[config.mk]
export PLATFORM = sky130hd
export DESIGN_NAME = ibuf_issue_scheduler
export DESIGN_NICKNAME = d
export VERILOG_FILES = /design/src/rtl/ibuf_pkg.sv /design/src/rtl/ibuf_lat_counter.sv /design/src/rtl/ibuf_issue_scheduler.sv
export SDC_FILE = /design/constraint.sdc
export NUM_CORES = 1
export LEC_CHECK = 0
export BUFFER_PORTS_ARGS = -buffer_cell sky130_fd_sc_hd__buf_2
export CAP_MARGIN = 0
export CORE_AREA = 4 4 41 43
export CTS_CLUSTER_DIAMETER = 50
export DETAILED_ROUTE_END_ITERATION = 8
export DIE_AREA = 0 0 45 47
export PLACE_DENSITY = 0.64
export SLEW_MARGIN = 10
export SYNTH_ARGS = -nofsm -noshare
export SYNTH_HDL_FRONTEND = slang
export SYNTH_SLANG_ARGS = --single-unit
export TNS_END_PERCENT = 30
[constraint.sdc]
create_clock -name clk_i -period 2.13 [get_ports clk_i]
set_clock_uncertainty 0.2 [all_clocks]
set_input_delay 0.3195 -clock clk_i [delete_from_list [all_inputs] [get_ports clk_i]]
set_output_delay 0.3195 -clock clk_i [all_outputs]
set_load 0.005 [all_outputs]
[src/rtl/ibuf_pkg.sv]
// rtl/ibuf_pkg.sv - shared types and constants for the instruction-buffer issue scheduler
package ibuf_pkg;

   typedef enum logic [1:0] {
      IDLE  = 2'd0,
      BUSY  = 2'd1,
      FLUSH = 2'd2
   } sched_state_t;

   localparam int LAT_W         = 4;
   localparam int SHORT_LAT_DEF = 1;
   localparam int LONG_LAT_DEF  = 4;

   function automatic int count_w(input int depth);
      return $clog2(depth + 1);
   endfunction

endpackage

[src/rtl/ibuf_lat_counter.sv]
// rtl/ibuf_lat_counter.sv - execute latency counter: load on issue, count down to zero
module ibuf_lat_counter
   import ibuf_pkg::*;
(
   input  logic             clk_i,
   input  logic             rst_i,
   input  logic             load_i,
   input  logic [LAT_W-1:0] load_val_i,
   output logic             busy_o,
   output logic             free_next_o
);

   logic [LAT_W-1:0] cnt_q, cnt_d;

   // A new issue reloads even when the previous instruction is in its last cycle.
   always_comb begin
      cnt_d = cnt_q;
      if (load_i) begin
         cnt_d = load_val_i;
      end else if (cnt_q != '0) begin
         cnt_d = cnt_q - 1'b1;
      end
   end

   always_ff @(posedge clk_i or posedge rst_i) begin
      if (rst_i) begin
         cnt_q <= '0;
      end else begin
         cnt_q <= cnt_d;
      end
   end

   assign busy_o      = (cnt_q != '0);
   assign free_next_o = (cnt_q == LAT_W'(1));

endmodule

[src/rtl/ibuf_issue_scheduler.sv]
// rtl/ibuf_issue_scheduler.sv - issue/bypass/push/stall decision between decode, L2 buffer and execute
module ibuf_issue_scheduler
   import ibuf_pkg::*;
#(
   parameter int DEPTH     = 4,
   parameter int SHORT_LAT = SHORT_LAT_DEF,
   parameter int LONG_LAT  = LONG_LAT_DEF
)(
   input  logic                        clk_i,
   input  logic                        reset_i,
   input  logic                        instr_in_valid_i,
   input  logic                        instr_is_long_i,
   output logic                        instr_in_stall_o,
   input  logic [count_w(DEPTH)-1:0]   buf_count_i,
   input  logic                        buf_head_is_long_i,
   output logic                        buf_push_o,
   output logic                        buf_pop_o,
   input  logic                        flush_i,
   output logic                        issue_valid_o,
   output logic                        issue_is_long_o,
   output logic                        issue_from_buf_o,
   output logic                        exec_busy_o,
   output logic                        exec_will_free_next_o
);

   localparam int              CW   = count_w(DEPTH);
   localparam logic [CW-1:0]   FULL = CW'(DEPTH);

   sched_state_t     state_q, state_d;
   logic             busy, free_next, can_issue, buf_empty, bypass;
   logic [LAT_W-1:0] lat_load;

   ibuf_lat_counter u_lat (
      .clk_i       (clk_i),
      .rst_i       (reset_i),
      .load_i      (issue_valid_o),
      .load_val_i  (lat_load),
      .busy_o      (busy),
      .free_next_o (free_next)
   );

   assign lat_load              = issue_is_long_o ? LAT_W'(LONG_LAT) : LAT_W'(SHORT_LAT);
   assign exec_busy_o           = busy & ~reset_i;
   assign exec_will_free_next_o = free_next & ~reset_i;

   // Buffer head always wins over decode so program order is preserved.
   always_comb begin
      buf_pop_o        = 1'b0;
      buf_push_o       = 1'b0;
      instr_in_stall_o = 1'b0;
      issue_valid_o    = 1'b0;
      issue_is_long_o  = 1'b0;
      issue_from_buf_o = 1'b0;
      bypass           = 1'b0;
      can_issue        = !busy || free_next;
      buf_empty        = (buf_count_i == '0);
      if (!reset_i) begin
         if (state_q == FLUSH) begin
            buf_pop_o        = !buf_empty;
            instr_in_stall_o = instr_in_valid_i;
         end else begin
            if (!buf_empty && can_issue) begin
               buf_pop_o        = 1'b1;
               issue_valid_o    = 1'b1;
               issue_from_buf_o = 1'b1;
               issue_is_long_o  = buf_head_is_long_i;
            end else if (buf_empty && instr_in_valid_i && can_issue) begin
               bypass          = 1'b1;
               issue_valid_o   = 1'b1;
               issue_is_long_o = instr_is_long_i;
            end
            if (instr_in_valid_i && !bypass) begin
               if (buf_count_i < FULL || buf_pop_o) begin
                  buf_push_o = 1'b1;
               end else begin
                  instr_in_stall_o = 1'b1;
               end
            end
         end
      end
   end

   // Counter is non-zero after the edge if we load it now or it has more than one cycle left.
   always_comb begin
      state_d = (issue_valid_o || (busy && !free_next)) ? BUSY : IDLE;
      if (flush_i) begin
         state_d = FLUSH;
      end else if (state_q == FLUSH && !buf_empty) begin
         state_d = FLUSH;
      end
   end

   always_ff @(posedge clk_i or posedge reset_i) begin
      if (reset_i) begin
         state_q <= IDLE;
      end else begin
         state_q <= state_d;
      end
   end

   a_no_pop_empty: assert property (@(posedge clk_i) disable iff (reset_i)
      !(buf_pop_o && buf_empty));
   a_push_xor_stall: assert property (@(posedge clk_i) disable iff (reset_i)
      !(buf_push_o && instr_in_stall_o));
   a_issue_allowed: assert property (@(posedge clk_i) disable iff (reset_i)
      issue_valid_o |-> can_issue);

endmodule

-- After elaboration in Yosys (flattened, before gate mapping)
Index checks and enable logic that the tools add are counted.
- add/sub/neg operators: 1
- $lt $le $gt $ge: 1
- eq/ne operators: 2
- multiplexer cells: 32
- bitwise gates (word level): 3
- reductions and logical operators: 16
- operators by type and width (cell ; number):
    $mux W1 ; 27
    $mux W4 ; 2
    $logic_and A1 B1 Y1 ; 6
    $eq A4 B1 Y1 const B ; 1
    $logic_not A1 Y1 ; 4
    $mux W2 ; 2
    $reduce_bool A4 Y1 ; 1
    $sub A4 B1 Y4 const B ; 1
    $logic_not A3 Y1 ; 1
    $logic_or A1 B1 Y1 ; 3
    $lt A3 B3 Y1 const B ; 1
    $mux W3 ; 1
    $and A1 B1 Y1 ; 2
    $eq A2 B2 Y1 const B ; 1
    $reduce_bool A2 Y1 ; 1
    $not A1 Y1 ; 1
- bits in registers: 6
- input port bits: 9
- word-level logic and storage cells: 57

-- Longest topological paths before layout
Gate-level depths: netlist of the first run.
- depth in word-level cells: 13
- depth in mapped cells: 5
- gate-level depth less buffers: 5

-- Modules after synthesis
From an unflattened synthesis of the first run, not the netlist that was laid out.
- cell total of the unflattened synthesis: 56
- area total of the unflattened synthesis: 483.0 µm²
- modules (own cells, without submodules) (module ; times used ; cells each ; area each (µm²) ; sequential area each (µm²)):
    ibuf_lat_counter ; 1 ; 27 ; 265.3 ; 100.1
    ibuf_issue_scheduler ; 1 ; 29 ; 217.7 ; 50.0

-- Least setup slack after synthesis of the first run
OpenSTA, ideal clock, no wires.
- path type: reg-to-output
- from: reg u_lat.cnt_q[0]
- to: out issue_is_long_o
- data arrival time: 1277 ps
- setup slack: 333 ps
- cell stages (with the launch flop): 6
- cells stage by stage: dfrtp_1 inv_1 ha_1 o21ai_2 a2111o_1 inv_1
- cells in the longest elaborated chain, start to end: 8
- elaborated cells on any way between the ends: 10
- classes of those cells: eq/ne (1); mux (4); reduce/logical (5)
- RTL lines (item ; RTL line ; source):
    from (decl) ; ibuf_lat_counter.sv:13 ; logic [LAT_W-1:0] cnt_q, cnt_d;
    from (signal assigned) ; ibuf_lat_counter.sv:29 ; cnt_q <= cnt_d;
    $reduce_bool A4 Y1 ; ibuf_lat_counter.sv:33 ; assign busy_o = (cnt_q != '0);
    $logic_not A1 Y1 ; ibuf_issue_scheduler.sv:55 ; can_issue = !busy || free_next;
    $logic_or A1 B1 Y1 (*) ; ibuf_issue_scheduler.sv:55 ;
    $logic_and A1 B1 Y1 ; ibuf_issue_scheduler.sv:67 ; end else if (buf_empty && instr_in_valid_i && can_issue) begin
    $mux W1 ; ibuf_issue_scheduler.sv:67 ;
    $mux W1 (*) ; ibuf_issue_scheduler.sv:62 ; if (!buf_empty && can_issue) begin
    $mux W1 (*) ; ibuf_issue_scheduler.sv:58 ; if (state_q == FLUSH) begin
    $mux W1 (*) ; ibuf_issue_scheduler.sv:57 ; if (!reset_i) begin
    to (decl) ; ibuf_issue_scheduler.sv:20 ; output logic issue_is_long_o,
Every way passes the cells marked *; elsewhere a longest branch is shown, timed or not.

-- Worst setup path in the final report of the first run
- from: in reset_i
- to: out issue_is_long_o
- cells in the longest elaborated chain, start to end: 1
- RTL lines (item ; RTL line ; source):
    from (decl) ; ibuf_issue_scheduler.sv:10 ; input logic reset_i,
    $mux W1 ; ibuf_issue_scheduler.sv:57 ;
No other way between the ends.

==> results of run 1 <==
==> metrics by stage <==
step / utilization / hold slack [ns] / area [um2]
floorplan: - / 0.136 / 442
global placement: 0.424 / 0.141 / 552
detailed placement: 0.424 / 0.137 / 552
CTS: 0.493 / 0.0591 / 642
global route: 0.514 / 0.0497 / 669
finish: 0.514 / 0.0666 / 669
==> synthesized netlist by cell type (all sizes together) <==
cell,instances
a2111o,1
nand3,1
nand2,3
dfrtp,6
a21oi,4
o211a,1
nor2b,3
nor4,3
nor3,3
o21ai,1
a21o,1
nand2b,2
a211oi,2
or3,2
o211ai,1
and3,1
ha,2
clkbuf,1
inv,4
nor2,5
o21a,1
xnor2,1
==> path summary, 6_finish.rpt <==
check | endpoint | depth (start not counted) | slack, ns
hold / removal | state_q[0]$_DFF_PP0_ | 2 | 0.07
setup reg to reg | u_lat.cnt_q[0]$_DFFE_PP0P_ | 7 | 0.40
max in group asynchronous | state_q[1]$_DFF_PP0_ | 3 | 1.11
setup / recovery | issue_is_long_o | 5 | 0.05
hold reg to reg | u_lat.cnt_q[2]$_DFFE_PP0P_ | 1 | 0.41
min in group asynchronous | u_lat.cnt_q[2]$_DFFE_PP0P_ | 3 | 0.42
==> cells by family after synthesis <==
logic type	synth area share
buf+inv	0.0425
flops	0.340
compound gates	0.210
simple gates	0.331
xor+xnor	0.0198
fa+ha+maj	0.0566
==> placed cells by master, fill, tap and decap left out, types with 2 or more instances in the layout <==
| cell type | count |
|---|---|
| buf_2 | 16 |
| a21oi_1 | 4 |
| inv_1 | 2 |
| buf_4 | 8 |
| nand2b_1 | 2 |
| nand2_1 | 3 |
| ha_4 | 2 |
| nor4_1 | 2 |
| nor2b_1 | 3 |
| nor2_1 | 4 |
| nor3_1 | 2 |
| clkbuf_4 | 3 |
| inv_2 | 2 |
| dfrtp_1 | 6 |
==> routing by layer <==
metal	track usage	up-vias	routed length (um)
met5	0	-	0
met4	0.0877	0	0
met3	0.0345	0	32
met2	0.186	6	518
met1	0.126	198	448
li1	-	232	-
==> power by group through the flow <==
stage	combinational (mW)	sequential (mW)	clock [mW]
after CTS	0.446	0.207	0.109
final	0.493	0.214	0.101
after floorplan	0.268	0.189	0
after global placement	0.358	0.196	0
after global routing	0.548	0.219	0.124
after detailed placement	0.354	0.198	0
==> repair_timing <==
action                                 CTS  global route
setup buffers                            3             3
pin swaps                                2             1
endpoints found under the hold margin    6             0
hold buffers                             1             0
gates resized for setup                  8             1
setup endpoints to repair                3             4
==> worst max-delay path, delay by kind of cell <==
family	cells	cell delay, ns
compound gates	1	0.38
buf+inv	4	0.87
==> sequential cells by signal (all words and copies together), names as in the netlist <==
signal	count
state_q	2
u_lat.cnt_q	4
==> area by class of cell <==
class                   instances  area (um2)  area share
clock buffers                   3        22.5      0.0336
inverters                       4        15.0      0.0224
multi-input cells              38         313       0.467
flip-flops and latches          6         150       0.224
well taps                      15        18.8      0.0280
repair buffers                 25         150       0.224
==> flow_summary.json, run 1 <==
{
  "status": "completed",
  "finalHoldViolCount": 0,
  "seqPwrFrac": 0.264,
  "max_freq_mhz": 481,
  "die_h_um": 47,
  "finalSetupViolations": 0,
  "fillers": 124,
  "overflow": 0,
  "drcViolationCount": 0,
  "power.internal_mw": 0.486,
  "core_um2": 1300,
  "comb_power_share": 0.610,
  "num_rows": 13,
  "vias": 436,
  "first_global_vias": 428,
  "worst_path_most_repeated_cell": "buf_2",
  "power.static_leakage_nw": 0.325,
  "slew_viol_final": 0,
  "routabilityCongestion": 0.793,
  "area_delta_synth_final_pct": 51.6,
  "synth_warnings": 0,
  "required_ns": 1.61,
  "clock_sinks": 6,
  "ys_ff_latch": 6,
  "critPathCaptureType": "output pin",
  "fin_total_pwr_mw": 0.808,
  "synth_area_per_cell_um2": 9.01,
  "port_buffers": 16,
  "crit_path_start_kind": "primary input",
  "ant_nets": 0,
  "final_cells": 91,
  "io_pins": 17,
  "tns_ns": 0,
  "fp.dieW_um": 45,
  "worst_pin_slew_ns": 0.465,
  "viasPerCell": 4.79,
  "dp_hpwl_um": 796,
  "clockPowerShare": 0.125,
  "clk_latency_ns": 0.24,
  "fin_ws_ns": 0.0520,
  "cp_max_fo": 8,
  "cp_cell_sequence": "dlygate4sd3_1 -> buf_2 -> a2111o_1 -> inv_1 -> buf_2",
  "path_class": "primary input to output pin",
  "dr.pass1.iters": 2,
  "drive_gt1_frac": 0.487,
  "h-tree-depth": 1,
  "irDropWorstVdd_v": 0.000675,
  "drt_iter0_drc": 3,
  "cts_tree": "built",
  "finalNetCount": 89,
  "fin_crit_ns": 2.08,
  "synthTopCellsByArea": "dfrtp_1, ha_1, nor4_4",
  "grt_use_total": 0.115,
  "max_cap_viol_count": 0,
  "place_inst": 81,
  "seq_area_frac_synth": 0.340,
  "hold_class": "primary input to flip-flop",
  "min_period_over_period": 0.976,
  "grt_pass1_wl_um": 1690,
  "netlist_area_um2": 442,
  "worstPathArrival_ns": 1.56,
  "startpoint": "reset_i",
  "wire_per_inst_um": 11.0,
  "switching_power_mw": 0.322,
  "swShare": 0.398,
  "syn_inst": 49,
  "clk_pin_slew_worst_paths_ns": 0.04,
  "dieArea_um2": 2120,
  "slew_headroom": 0.689,
  "synthesis.nets": 60,
  "antenna_found_initial": 0,
  "rsz0062_at_grt": "true",
  "holdCritStartpoint": "flush_i",
  "cts_made_buffers": 3,
  "root_buffer": "clkbuf_4",
  "synth_top_area_frac": 0.340,
  "ys_types": 26,
  "cp_slowest_cell": "dlygate4sd3_1",
  "clk_path_buf_depth": 2,
  "slowest_delay_ns": 0.53,
  "wirelength_um": 999,
  "rr_startpoint": "u_lat.cnt_q[0]$_DFFE_PP0P_",
  "initial_core_util": 0.339,
  "dpl_worst_slack_ns": 0.125,
  "antennaDiodeCount": 0,
  "yosysTopAreaCell": "dfrtp_1",
  "grt_max_degree": 9,
  "powerDensity_nw_per_um2": 1210
}
Note: power is estimated with default switching activity, not from simulation.
==> run 2: changes to the inputs <==
--- a/config.mk
+++ b/config.mk
@@ -5,13 +5,13 @@
 export SDC_FILE = /design/constraint.sdc
 export NUM_CORES = 1
 export LEC_CHECK = 0
-export BUFFER_PORTS_ARGS = -buffer_cell sky130_fd_sc_hd__buf_2
 export CAP_MARGIN = 0
 export CORE_AREA = 4 4 41 43
 export CTS_CLUSTER_DIAMETER = 50
 export DETAILED_ROUTE_END_ITERATION = 8
 export DIE_AREA = 0 0 45 47
-export PLACE_DENSITY = 0.64
+export DONT_BUFFER_PORTS = 1
+export PLACE_DENSITY = 0.53
 export SLEW_MARGIN = 10
 export SYNTH_ARGS = -nofsm -noshare
 export SYNTH_HDL_FRONTEND = slang
==> flow_summary.json, run 2 (synthesized netlist as in run 1, its figures left out) <==
{
  "hold_class": "primary input to flip-flop",
  "vias": 395,
  "wire_per_inst_um": 13.4,
  "tns_ns": 0,
  "cp_cell_sequence": "inv_2 -> ha_4 -> o21ai_4 -> a2111o_1 -> inv_1",
  "clk_pin_slew_worst_paths_ns": 0.04,
  "min_period_over_period": 0.960,
  "power.static_leakage_nw": 0.231,
  "cp_slowest_cell": "a2111o_1",
  "area_delta_synth_final_pct": 26.1,
  "clk_latency_ns": 0.24,
  "dieArea_um2": 2120,
  "fillers": 142,
  "register_area_um2": 150,
  "drive_gt1_frac": 0.286,
  "path_class": "flip-flop to output pin",
  "num_rows": 13,
  "slew_viol_final": 0,
  "initial_core_util": 0.339,
  "h-tree-depth": 1,
  "finalSetupViolations": 0,
  "overflow": 0,
  "root_buffer": "clkbuf_4",
  "io_pins": 17,
  "drt_iter0_drc": 3,
  "viasPerCell": 5.56,
  "reg.largest.list": "u_lat.cnt_q: 4 flops, state_q: 2 flops",
  "fin_util": 0.428,
  "largest_reg_flops": 4,
  "grt_pass1_wl_um": 1610,
  "max_cap_viol_count": 0,
  "dpl_worst_slack_ns": 0.183,
  "first_global_vias": 380,
  "cp_max_fo": 8,
  "finalNetCount": 69,
  "startpoint": "u_lat.cnt_q[1]$_DFFE_PP0P_",
  "die_h_um": 47,
  "core_um2": 1300,
  "crit_family": "compound AO/OA/AOI/OAI gates",
  "critPathCaptureType": "output pin",
  "slowest_delay_ns": 0.44,
  "multi_input_area_um2": 308,
  "dpl-instance-area_um2": 464,
  "largest-register": "u_lat.cnt_q",
  "final_common_cell": "dfrtp_1",
  "clock_sinks": 6,
  "fp.dieW_um": 45,
  "finalHoldViolCount": 0,
  "powerDensity_nw_per_um2": 1330,
  "drcViolationCount": 0,
  "irDropWorstVdd_v": 0.000488,
  "worstPathArrival_ns": 1.53,
  "fin_crit_ns": 2.05,
  "clk_path_buf_depth": 2,
  "wirelength_um": 954,
  "rsz0062_at_grt": "false",
  "crit_path_start_kind": "flip-flop",
  "cts_made_buffers": 3,
  "ant_nets": 0,
  "grt_max_degree": 9,
  "dp_hpwl_um": 770,
  "antennaDiodeCount": 0,
  "antenna_found_initial": 0,
  "dr.pass1.iters": 4,
  "rr_startpoint": "u_lat.cnt_q[1]$_DFFE_PP0P_",
  "required_ns": 1.61,
  "grt_use_total": 0.111,
  "most-common-layout-cells": "dfrtp_1, a21oi_1, nor2_1",
  "path_buf_inv": 2,
  "worst_pin_slew_ns": 0.611,
  "final_area_um2": 557,
  "status": "completed",
  "routabilityCongestion": 0.681,
  "port_buffers": 0,
  "holdCritStartpoint": "reset_i",
  "fin_ws_ns": 0.0849,
  "cts_tree": "built",
  "max_freq_mhz": 489,
  "slew_headroom": 0.589
}
-- run 2: path summary, 6_finish.rpt --
check / end / slack, ns / cells after the start
worst max-delay path: issue_is_long_o / 0.08 / 5
worst min-delay path: u_lat.cnt_q[3]$_DFFE_PP0P_ / 0.06 / 2
worst max register to register: u_lat.cnt_q[0]$_DFFE_PP0P_ / 0.50 / 5
worst min register to register: u_lat.cnt_q[2]$_DFFE_PP0P_ / 0.36 / 1
max in group asynchronous: u_lat.cnt_q[2]$_DFFE_PP0P_ / 1.27 / 2
min in group asynchronous: u_lat.cnt_q[3]$_DFFE_PP0P_ / 0.26 / 2
-- run 2: timing repair --
action                                  4_1_cts  5_1_grt
buffers inserted                              0        2
endpoints found under the setup margin        3        3
pin swaps                                     0        2
gates resized for setup                       2        6
hold buffers                                  2        0
endpoints found under the hold margin         8        0
-- run 2: cell type report --
cell class,count,share of cell area
clock buffers,3,0.0404
inverters,4,0.0270
multi-input cells,38,0.553
flip-flops and latches,6,0.270
well taps,15,0.0337
repair buffers,5,0.0764
-- run 2: power by group --
group,internal [mW],leakage [nW],switching [mW]
Sequential,0.163,0.0719,0.0385
Combinational,0.209,0.146,0.226
Clock,0.0635,0.0138,0.0383
Total,0.436,0.231,0.303
-- run 2: per-stage QoR --
stage          std cells  power (mW)  hold slack [ns]
2_1_floorplan         49       0.457            0.136
5_1_grt               71       0.804           0.0704
3_3_place_gp          64       0.529          -0.0511
3_5_place_dp          64       0.532          -0.0512
4_1_cts               69       0.674           0.0507
6_report              71       0.739           0.0614
-- run 2: routing by layer --
layer  wire, um  global-route usage  up-vias
li1           -                   -      197
met1        434               0.137      176
met2        382               0.147       17
met3        104              0.0498        5
met4         32              0.0877        0
met5          0                   0        -
==> run 3: changes to the inputs <==
--- a/config.mk
+++ b/config.mk
@@ -11,7 +11,7 @@
 export DETAILED_ROUTE_END_ITERATION = 8
 export DIE_AREA = 0 0 45 47
 export DONT_BUFFER_PORTS = 1
-export PLACE_DENSITY = 0.53
+export PLACE_DENSITY = 0.56
 export SLEW_MARGIN = 10
 export SYNTH_ARGS = -nofsm -noshare
 export SYNTH_HDL_FRONTEND = slang
==> flow_summary.json, run 3 (synthesized netlist as in run 1, its figures left out) <==
{
  "path_class": "flip-flop to output pin",
  "clk_pin_slew_worst_paths_ns": 0.04,
  "num_rows": 13,
  "reg.largest.list": "u_lat.cnt_q: 4 flops, state_q: 2 flops",
  "worstPathArrival_ns": 1.50,
  "final_common_cell": "dfrtp_1",
  "largest_reg_flops": 4,
  "whs_path_depth": 2,
  "antennaDiodeCount": 0,
  "finalNetCount": 68,
  "vias": 374,
  "r2r_end": "u_lat.cnt_q[0]$_DFFE_PP0P_",
  "powerDensity_nw_per_um2": 1260,
  "cts_tree": "built",
  "cts_made_buffers": 3,
  "dp_hpwl_um": 734,
  "slew_viol_final": 0,
  "initial_core_util": 0.339,
  "status": "completed",
  "critPathCaptureType": "output pin",
  "dieArea_um2": 2120,
  "fin_util": 0.414,
  "antenna_found_initial": 0,
  "largest-register": "u_lat.cnt_q",
  "fin_total_pwr_mw": 0.682,
  "clock_sinks": 6,
  "min_period_over_period": 0.949,
  "worst_pin_slew_ns": 0.590,
  "core_um2": 1300,
  "rsz0062_at_grt": "false",
  "dpl-instance-area_um2": 464,
  "root_buffer": "clkbuf_4",
  "holdCritStartpoint": "reset_i",
  "io_pins": 17,
  "ant_nets": 0,
  "fp.dieW_um": 45,
  "hold_end": "u_lat.cnt_q[3]$_DFFE_PP0P_",
  "slew_headroom": 0.603,
  "port_buffers": 0,
  "drive_gt1_frac": 0.273,
  "grt_pass1_wl_um": 1620,
  "fin_crit_ns": 2.02,
  "r2r_setup_slack_ns": 0.40,
  "grt_max_degree": 9,
  "drcViolationCount": 0,
  "grt_use_total": 0.107,
  "routabilityCongestion": 0.753,
  "first_global_vias": 388,
  "drt_iter0_drc": 6,
  "rr_startpoint": "u_lat.cnt_q[1]$_DFFE_PP0P_",
  "overflow": 0,
  "wirelength_um": 910,
  "max_freq_mhz": 495,
  "register_area_um2": 150,
  "dr.pass1.iters": 4,
  "clk_latency_ns": 0.23,
  "max_cap_viol_count": 0,
  "fin_hold_ws_ns": 0.0727,
  "crit_path_start_kind": "flip-flop",
  "wire_per_inst_um": 13.0,
  "power.static_leakage_nw": 0.224,
  "final_area_um2": 539,
  "irDropWorstVdd_v": 0.000587,
  "required_ns": 1.61,
  "fillers": 138,
  "worst_r2r_path_depth": 6,
  "finalSetupViolations": 0,
  "h-tree-depth": 1,
  "finalHoldViolCount": 0,
  "viasPerCell": 5.34,
  "most-common-layout-cells": "dfrtp_1, a21oi_1, nor2_1",
  "cp_max_fo": 8,
  "tns_ns": 0,
  "die_h_um": 47,
  "multi_input_area_um2": 298,
  "hold_class": "primary input to flip-flop",
  "area_delta_synth_final_pct": 22.1,
  "clk_path_buf_depth": 2
}
==> run 3: layout make-up <==
type,count,area share
multi-input combinational,38,0.552
tap,15,0.0348
timing repair buffer,4,0.0650
sequential,6,0.278
clock buffer,3,0.0418
inverter,4,0.0278
==> run 3: repair_timing <==
item / in CTS / in global routing
hold endpoints to repair: 8 / 0
resized for setup: 3 / 4
pin swaps: 1 / 1
setup endpoints to repair: 3 / 3
buffers inserted: 1 / 0
hold buffers: 2 / 0
==> run 3: per-stage QoR <==
step / setup WS [ns] / cells
6_report: 0.108 / 70
5_1_grt: 0.0160 / 70
4_1_cts: 0.00122 / 70
3_5_place_dp: 0.194 / 64
3_3_place_gp: 0.218 / 64
2_1_floorplan: 0.333 / 49
==> run 3: layer usage <==
layer / global-route usage / share of wire
met5: 0 / 0
met3: 0.0307 / 0.092
met1: 0.141 / 0.48
met4: 0.0526 / 0
met2: 0.161 / 0.42
==> run 3: how the worst max path moves through the flow <==
stage / slack (ns) / start / endpoint
after global routing: 0.02 / u_lat.cnt_q[0]$_DFFE_PP0P_ / issue_is_long_o
after CTS: 0.001 / u_lat.cnt_q[1]$_DFFE_PP0P_ / issue_is_long_o
after global placement: 0.22 / u_lat.cnt_q[0]$_DFFE_PP0P_ / issue_is_long_o
final: 0.11 / u_lat.cnt_q[1]$_DFFE_PP0P_ / issue_is_long_o
after detailed placement: 0.19 / u_lat.cnt_q[0]$_DFFE_PP0P_ / issue_is_long_o
after floorplan: 0.33 / u_lat.cnt_q[0]$_DFFE_PP0P_ / issue_is_long_o
==> run 3: worst max-delay path: stages (launching register included) <==
cell and delay, ns:
dfrtp_1 0.39, inv_2 0.09, ha_2 0.20, o21ai_4 0.10, a2111o_1 0.40, inv_1 0.09
==> run 3: power by group <==
part | switching, mW | internal [mW] | leakage [nW]
clock network | 0.0335 | 0.0632 | 0.0138
registers | 0.0385 | 0.163 | 0.0719
logic | 0.204 | 0.179 | 0.138
